==> src/rtl/cc_screen_pkg.sv <==
// Shared state encoding and state-priority helper for the screen compositor.
package cc_screen_pkg;

  typedef enum logic [1:0] {
    ST_PLAY = 2'd0,
    ST_WIN  = 2'd1,
    ST_LOSE = 2'd2
  } state_t;

  // LOSE beats WIN beats PLAY, re-evaluated on every frame tick.
  function automatic state_t pick_state(input logic win, input logic lose);
    if (lose) return ST_LOSE;
    if (win)  return ST_WIN;
    return ST_PLAY;
  endfunction

endpackage

==> src/rtl/cc_screen_row_finder.sv <==
// Priority encoder: index of the lowest playfield row with any bit set, plus found flag.
module cc_screen_row_finder
  import cc_screen_pkg::*;
#(
  parameter int ROWS = 16,
  parameter int COLS = 8,
  parameter int RW   = (ROWS > 1) ? $clog2(ROWS) : 1
) (
  input  logic [ROWS*COLS-1:0] i_point,
  output logic [RW-1:0]        o_row,
  output logic                 o_found
);

  logic [ROWS-1:0] w_hit;

  genvar gi;
  generate
    for (gi = 0; gi < ROWS; gi++) begin : g_hit
      assign w_hit[gi] = |i_point[gi*COLS +: COLS];
    end
  endgenerate

  // Scan from the top down so the lowest hit index is the last one written.
  always_comb begin
    o_row   = '0;
    o_found = 1'b0;
    for (int i = ROWS - 1; i >= 0; i--) begin
      if (w_hit[i]) begin
        o_row   = RW'(i);
        o_found = 1'b1;
      end
    end
  end

endmodule

==> src/rtl/cc_screen_compositor.sv <==
// Frame compositor: scrolling viewport over BACK|POINT in PLAY, end screens in WIN/LOSE.
// Optional end-screen blinking is enabled by defining CC_SCREEN_COMPOSITOR_BLINK_EN.
module cc_screen_compositor
  import cc_screen_pkg::*;
#(
  parameter int ROWS        = 8,
  parameter int COLS        = 8,
  parameter int WORLD_ROWS  = 16,
  parameter int BLINK_TICKS = 4
) (
  input  logic                          CC_SCREEN_COMPOSITOR_CLOCK_50,
  input  logic                          CC_SCREEN_COMPOSITOR_RESET_InHigh,
  input  logic                          CC_SCREEN_COMPOSITOR_FRAME_TICK,
  input  logic [WORLD_ROWS*COLS-1:0]    CC_SCREEN_COMPOSITOR_BACK,
  input  logic [WORLD_ROWS*COLS-1:0]    CC_SCREEN_COMPOSITOR_POINT,
  input  logic [ROWS*COLS-1:0]          CC_SCREEN_COMPOSITOR_WINSCR,
  input  logic [ROWS*COLS-1:0]          CC_SCREEN_COMPOSITOR_LOSESCR,
  input  logic                          CC_SCREEN_COMPOSITOR_WIN,
  input  logic                          CC_SCREEN_COMPOSITOR_LOSE,
  output logic [ROWS*COLS-1:0]          CC_SCREEN_COMPOSITOR_SCREEN,
  output logic                          CC_SCREEN_COMPOSITOR_FRAME_VALID,
  output logic [$clog2(WORLD_ROWS)-1:0] CC_SCREEN_COMPOSITOR_OFFSET,
  output logic [1:0]                    CC_SCREEN_COMPOSITOR_STATE
);

  localparam int OW      = $clog2(WORLD_ROWS);
  localparam int RW      = (WORLD_ROWS > 1) ? $clog2(WORLD_ROWS) : 1;
  localparam int MAX_OFS = WORLD_ROWS - ROWS;

  state_t               r_state, w_state_next;
  logic [OW-1:0]        r_offset, w_offset_next;
  logic [ROWS*COLS-1:0] r_screen, w_screen_next, w_end_screen;
  logic                 r_valid;
  logic [RW-1:0]        w_p;
  logic                 w_found;
  int                   w_target;

`ifdef CC_SCREEN_COMPOSITOR_BLINK_EN
  localparam int BW = $clog2(BLINK_TICKS + 1);
  logic [BW-1:0] r_blink_cnt, w_blink_cnt_next;
  logic          r_phase, w_phase_next;
`endif

  cc_screen_row_finder #(
    .ROWS (WORLD_ROWS),
    .COLS (COLS),
    .RW   (RW)
  ) u_row_finder (
    .i_point (CC_SCREEN_COMPOSITOR_POINT),
    .o_row   (w_p),
    .o_found (w_found)
  );

  always_ff @(posedge CC_SCREEN_COMPOSITOR_CLOCK_50) begin
    if (CC_SCREEN_COMPOSITOR_RESET_InHigh) r_state <= ST_PLAY;
    else                                   r_state <= w_state_next;
  end

  always_comb begin
    w_state_next = r_state;
    if (CC_SCREEN_COMPOSITOR_FRAME_TICK)
      w_state_next = pick_state(CC_SCREEN_COMPOSITOR_WIN, CC_SCREEN_COMPOSITOR_LOSE);
  end

  // Page-aligned target row, clamped so the viewport never passes the world end.
  always_comb begin
    w_target = int'(r_offset);
    if (w_found) begin
      w_target = (int'(w_p) / ROWS) * ROWS;
      if (w_target > MAX_OFS) w_target = MAX_OFS;
    end
  end

  assign w_end_screen = (w_state_next == ST_LOSE) ? CC_SCREEN_COMPOSITOR_LOSESCR
                                                  : CC_SCREEN_COMPOSITOR_WINSCR;

  always_comb begin
    w_offset_next = r_offset;
    w_screen_next = r_screen;
`ifdef CC_SCREEN_COMPOSITOR_BLINK_EN
    w_blink_cnt_next = r_blink_cnt;
    w_phase_next     = r_phase;
`endif
    if (CC_SCREEN_COMPOSITOR_FRAME_TICK) begin
      case (w_state_next)
        ST_PLAY: begin
          for (int i = 0; i < ROWS; i++) begin
            w_screen_next[i*COLS +: COLS] =
              CC_SCREEN_COMPOSITOR_BACK[(int'(r_offset) + i)*COLS +: COLS] |
              CC_SCREEN_COMPOSITOR_POINT[(int'(r_offset) + i)*COLS +: COLS];
          end
          if (w_target > int'(r_offset))      w_offset_next = r_offset + OW'(1);
          else if (w_target < int'(r_offset)) w_offset_next = r_offset - OW'(1);
`ifdef CC_SCREEN_COMPOSITOR_BLINK_EN
          w_blink_cnt_next = '0;
          w_phase_next     = 1'b0;
`endif
        end
        default: begin
`ifdef CC_SCREEN_COMPOSITOR_BLINK_EN
          // Any change of end state restarts the blink at the visible phase.
          if (w_state_next != r_state) begin
            w_blink_cnt_next = BW'(1);
            w_phase_next     = 1'b0;
          end else if (r_blink_cnt == BW'(BLINK_TICKS)) begin
            w_blink_cnt_next = BW'(1);
            w_phase_next     = ~r_phase;
          end else begin
            w_blink_cnt_next = r_blink_cnt + BW'(1);
          end
          w_screen_next = w_phase_next ? '0 : w_end_screen;
`else
          w_screen_next = w_end_screen;
`endif
        end
      endcase
    end
  end

  always_ff @(posedge CC_SCREEN_COMPOSITOR_CLOCK_50) begin
    if (CC_SCREEN_COMPOSITOR_RESET_InHigh) begin
      r_screen <= '0;
      r_offset <= '0;
      r_valid  <= 1'b0;
`ifdef CC_SCREEN_COMPOSITOR_BLINK_EN
      r_blink_cnt <= '0;
      r_phase     <= 1'b0;
`endif
    end else begin
      r_screen <= w_screen_next;
      r_offset <= w_offset_next;
      r_valid  <= CC_SCREEN_COMPOSITOR_FRAME_TICK;
`ifdef CC_SCREEN_COMPOSITOR_BLINK_EN
      r_blink_cnt <= w_blink_cnt_next;
      r_phase     <= w_phase_next;
`endif
    end
  end

  assign CC_SCREEN_COMPOSITOR_SCREEN      = r_screen;
  assign CC_SCREEN_COMPOSITOR_FRAME_VALID = r_valid;
  assign CC_SCREEN_COMPOSITOR_OFFSET      = r_offset;
  assign CC_SCREEN_COMPOSITOR_STATE       = r_state;

endmodule

==> config.mk <==
export PLATFORM = sky130hd
export DESIGN_NAME = cc_screen_compositor
export DESIGN_NICKNAME = d
export VERILOG_FILES = /design/src/rtl/cc_screen_pkg.sv /design/src/rtl/cc_screen_row_finder.sv /design/src/rtl/cc_screen_compositor.sv
export SDC_FILE = /design/constraint.sdc
export NUM_CORES = 1
export LEC_CHECK = 0
export ABC_CLOCK_PERIOD_IN_PS = 7900
export CAP_MARGIN = 20
export CORE_AREA = 2 2 178 180
export DETAILED_ROUTE_END_ITERATION = 12
export DIE_AREA = 0 0 180 182
export GPL_ROUTABILITY_DRIVEN = 0
export RECOVER_POWER = 25
export SLEW_MARGIN = 15
export SYNTH_ARGS = -nofsm -noshare
export SYNTH_HDL_FRONTEND = slang
export SYNTH_SLANG_ARGS = --single-unit
==> constraint.sdc <==
create_clock -name CC_SCREEN_COMPOSITOR_CLOCK_50 -period 7.9 [get_ports CC_SCREEN_COMPOSITOR_CLOCK_50]
set_clock_uncertainty 0.15 [all_clocks]
set_input_delay 1.975 -clock CC_SCREEN_COMPOSITOR_CLOCK_50 [delete_from_list [all_inputs] [get_ports CC_SCREEN_COMPOSITOR_CLOCK_50]]
set_output_delay 1.975 -clock CC_SCREEN_COMPOSITOR_CLOCK_50 [all_outputs]
set_load 0.005 [all_outputs]
==> results_dict.tcl <==
set metrics [dict create \
    cts_tree "built" \
    async_reset_ff_share_pct 0 \
    synthMostInstantiatedCell "nor2_1" \
    dr_wl_met3_mm 5.082 \
    netlist_area_um2 8164 \
    synth_ff_type "dfxtp_1" \
    syn_to_final_growth_pct 60.61 \
    cts_max_path_buffers 2 \
    dp.cells 1876 \
    fin_setup_tns_ps 0 \
    final-instance-count-excl-fill 1893 \
    core.rowCount 65 \
    grtUsageTotal_pct 30.73 \
    synth_cells 1111 \
    postSynthRegisterBits 71 \
    cts.repair_timing.setup_buffer_count 0 \
    avgViaCountPerCell 5.995 \
    netSwitchingFraction_pct 33.32 \
    root_buffer "clkbuf_16" \
    routed_wl_mm 52.88 \
    slew-limit-headroom_pct -35.83 \
    cts.sinks 71 \
    slowest_delay_ps 700 \
    finalSetupViolCount 0 \
    fin_crit_ps 5946 \
    syn-num-nets 1504 \
    outcome "finished, violations left" \
    cp_top_family "simple AND/OR/NAND/NOR gates" \
    drtAntennaViolNets 0 \
    met2_wirelength_mm 24.00 \
    violations_in_the_final_reports "max-capacitance violations, max-slew violations" \
    arrival_time_at_the_worst_endpoint_ps 6030 \
    timing.max_cap.violations 1 \
    powerDensity_nw_per_um2 108.7 \
    synth_common_cells "180 x nor2_1, 110 x nor3_1, 109 x a21oi_1, 95 x a211oi_1, 79 x nand2_1" \
    core_area_um2 30990 \
    die_x_um 180 \
    chipHeight_um 182 \
    final.period_utilization_pct 75.26 \
    clock_network_fraction_of_total_power_pct 29.6 \
    synth-seq-area-share_pct 17.41 \
    numCtsBuffers 9 \
    synth_simple_gate_area_share_pct 25.67 \
    cts_hold_buffers 0 \
    synthDominantCellAreaShare_pct 17.41 \
    drive_gt1_share_pct 7.248 \
    dr_total_vias 11350 \
    yosys.area_share.xor_xnor_pct 0.2146 \
    timing.hold.worst.class "reg2reg" \
    combinationalPowerShare_pct 41.9 \
    peakVddDrop_mv 0.09274 \
    p_sw_uw 475.0 \
    dieArea_um2 32760 \
    adder_cell_share_of_the_synthesized_area_pct 0.7050 \
    worstMarginPinSlew_ps 2037 \
    endpoint_type_of_the_worst_setup_path "flop" \
    finalNetCount 1878 \
    setup_slack_ps 1954 \
    grt_start_max_net_pins 96 \
    worst-setup-path-type "in2reg" \
    clk-insertion-delay-late_ps 340 \
    start_util_pct 26.35 \
    post-synth-top-area-cell "dfxtp_1" \
    timing.critical_path.cells "clkdlybuf4s50_1 > nor4_1 > nand4_1 > nor4_1 > a21boi_0 > ha_1 > o21ai_0 > nand2_1 > ha_1 > a21o_1 > a21oi_1 > xor2_1 > nand2_1 > a21oi_1 > mux2_2" \
    synthMuxAreaShare_pct 16.17 \
    first_global_vias 11010 \
    post-place-ws_ps 1684 \
    crit_path_max_fanout 4 \
    place.port_buffers 459 \
    syn_avg_cell_area_um2 7.348 \
    route.detailed.drc 0 \
    highest-signal-layer "met5" \
    grt_first_pass_wirelength_mm 74.54 \
    static_power_due_to_leakage_uw 0.004661 \
    pint_uw 950.4 \
    cp_slowest_cell "nor4_1" \
    drt-pass1-iter-count 6 \
    clkSlewWorstSetupHoldPaths_ps 70 \
    number_of_warnings_issued_by_yosys 0 \
    data_required_time_at_the_worst_endpoint_ps 7980 \
    path_buf_inv 1 \
    final_max_slew_viol_count 43 \
    drt_iter0_drc 1334 \
    post_synth_num_cell_types 59 \
    largest_family_of_logic_cells_by_synthesized_area "compound AO/OA/AOI/OAI gates" \
    synth_edf_count 0 \
    io_pins 460 \
    route.detailed.wl_per_inst_um 27.93 \
    post_cts.resized_instances 0 \
    max_clock_freq_mhz 168.2 \
    detailed_place_hpwl_mm 43.86 \
    unrepaired_setup_endpoints_after_global_routing "no" \
    metal1_wirelength_mm 20.87 \
    overflow 0 \
    seqPwrFrac_pct 28.5 \
    hold_viol_final 0 \
    number_of_antenna_violations_at_the_first_check_in_global_routing 3 \
    ys_top_cells_by_area "dfxtp_1 17%, mux4_2 9.9%, a211oi_1 8.7%" \
    post_synthesis_compound_gate_area_fraction_pct 32.90 \
    htreeDepth 3 \
    worstSetupStartpointType "input pin" \
]
## stage by stage
step	area [um2]	utilization, %	power, uW	hold WS [ps]
6_report	13110	42.32	1425	303.5
5_1_grt	13110	42.31	1489	316.1
4_1_cts	13120	42.33	1442	305.8
3_5_place_dp	12820	41.37	1013	295.3
3_3_place_gp	12820	41.37	1009	286.5
2_1_floorplan	8164	-	608.0	293.1
## cell type report
type	instances	area [um2]
fill	3224	17870
multi-input combinational	926	6182
timing repair buffer	472	4676
sequential	71	1429
tap	402	503.0
clock buffer	10	229.0
clock inverter	6	70.07
inverter	5	21.27
antenna	1	2.502
## registers in the layout, summed over array words and instances, names as in the netlist
register and count:
CC_SCREEN_COMPOSITOR_FRAME_VALID 1, CC_SCREEN_COMPOSITOR_OFFSET 4, CC_SCREEN_COMPOSITOR_SCREEN 64, CC_SCREEN_COMPOSITOR_STATE 2
## cell families after synthesis
kind of cell             count (synthesis)
buffers and inverters                  114
AND/OR/NAND/NOR                        458
AO/OA/AOI/OAI                          385
XOR/XNOR                                 2
multiplexers                            77
adder cells (fa/ha/maj)                  4
flip-flops                              71
## path summary, 6_finish.rpt
check	from	end	slack, ps	cells past startpoint
max	CC_SCREEN_COMPOSITOR_POINT[112]	CC_SCREEN_COMPOSITOR_OFFSET[3]$_SDFFE_PP0P_	1950	15
min	CC_SCREEN_COMPOSITOR_SCREEN[47]$_SDFFE_PP0P_	CC_SCREEN_COMPOSITOR_SCREEN[47]$_SDFFE_PP0P_	300	2
max reg2reg	CC_SCREEN_COMPOSITOR_OFFSET[1]$_SDFFE_PP0P_	CC_SCREEN_COMPOSITOR_SCREEN[20]$_SDFFE_PP0P_	3870	8
min reg2reg	CC_SCREEN_COMPOSITOR_SCREEN[47]$_SDFFE_PP0P_	CC_SCREEN_COMPOSITOR_SCREEN[47]$_SDFFE_PP0P_	300	2
## power by group through the flow
stage          Clock, uW  Sequential (uW)  Combinational, uW
2_1_floorplan          0              416                192
3_3_place_gp           0              414                595
3_5_place_dp           0              415                597
4_1_cts              435              407                599
5_1_grt              449              410                629
6_report             422              407                597
## layout by cell type, fill, tap and decap left out, drive strengths merged, types with 14 or more instances in the layout
| cell type | n |
|---|---|
| a211oi | 95 |
| a21oi | 109 |
| dfxtp | 71 |
| o221ai | 14 |
| dlygate4sd3 | 33 |
| nor4 | 34 |
| clkdlybuf4s50 | 423 |
| mux2i | 25 |
| mux4 | 40 |
| nor3 | 116 |
| nor2 | 184 |
| buf | 15 |
| o21ai | 22 |
| nand2 | 79 |
| a22oi | 42 |
## layer usage
layer | track usage [%] | up-vias
met1 | 38.08 | 5353
li1 | - | 5089
met2 | 50.47 | 770
met4 | 14.47 | 2
met5 | 0 | -
met3 | 7.100 | 134
## worst min-delay path, delay by kind of cell (launching register included)
kind / cells / cell delay (ps)
compound gates: 1 / 50
flops: 1 / 310
simple gates: 1 / 50
No activity file was read; power rests on OpenSTA's default activity.
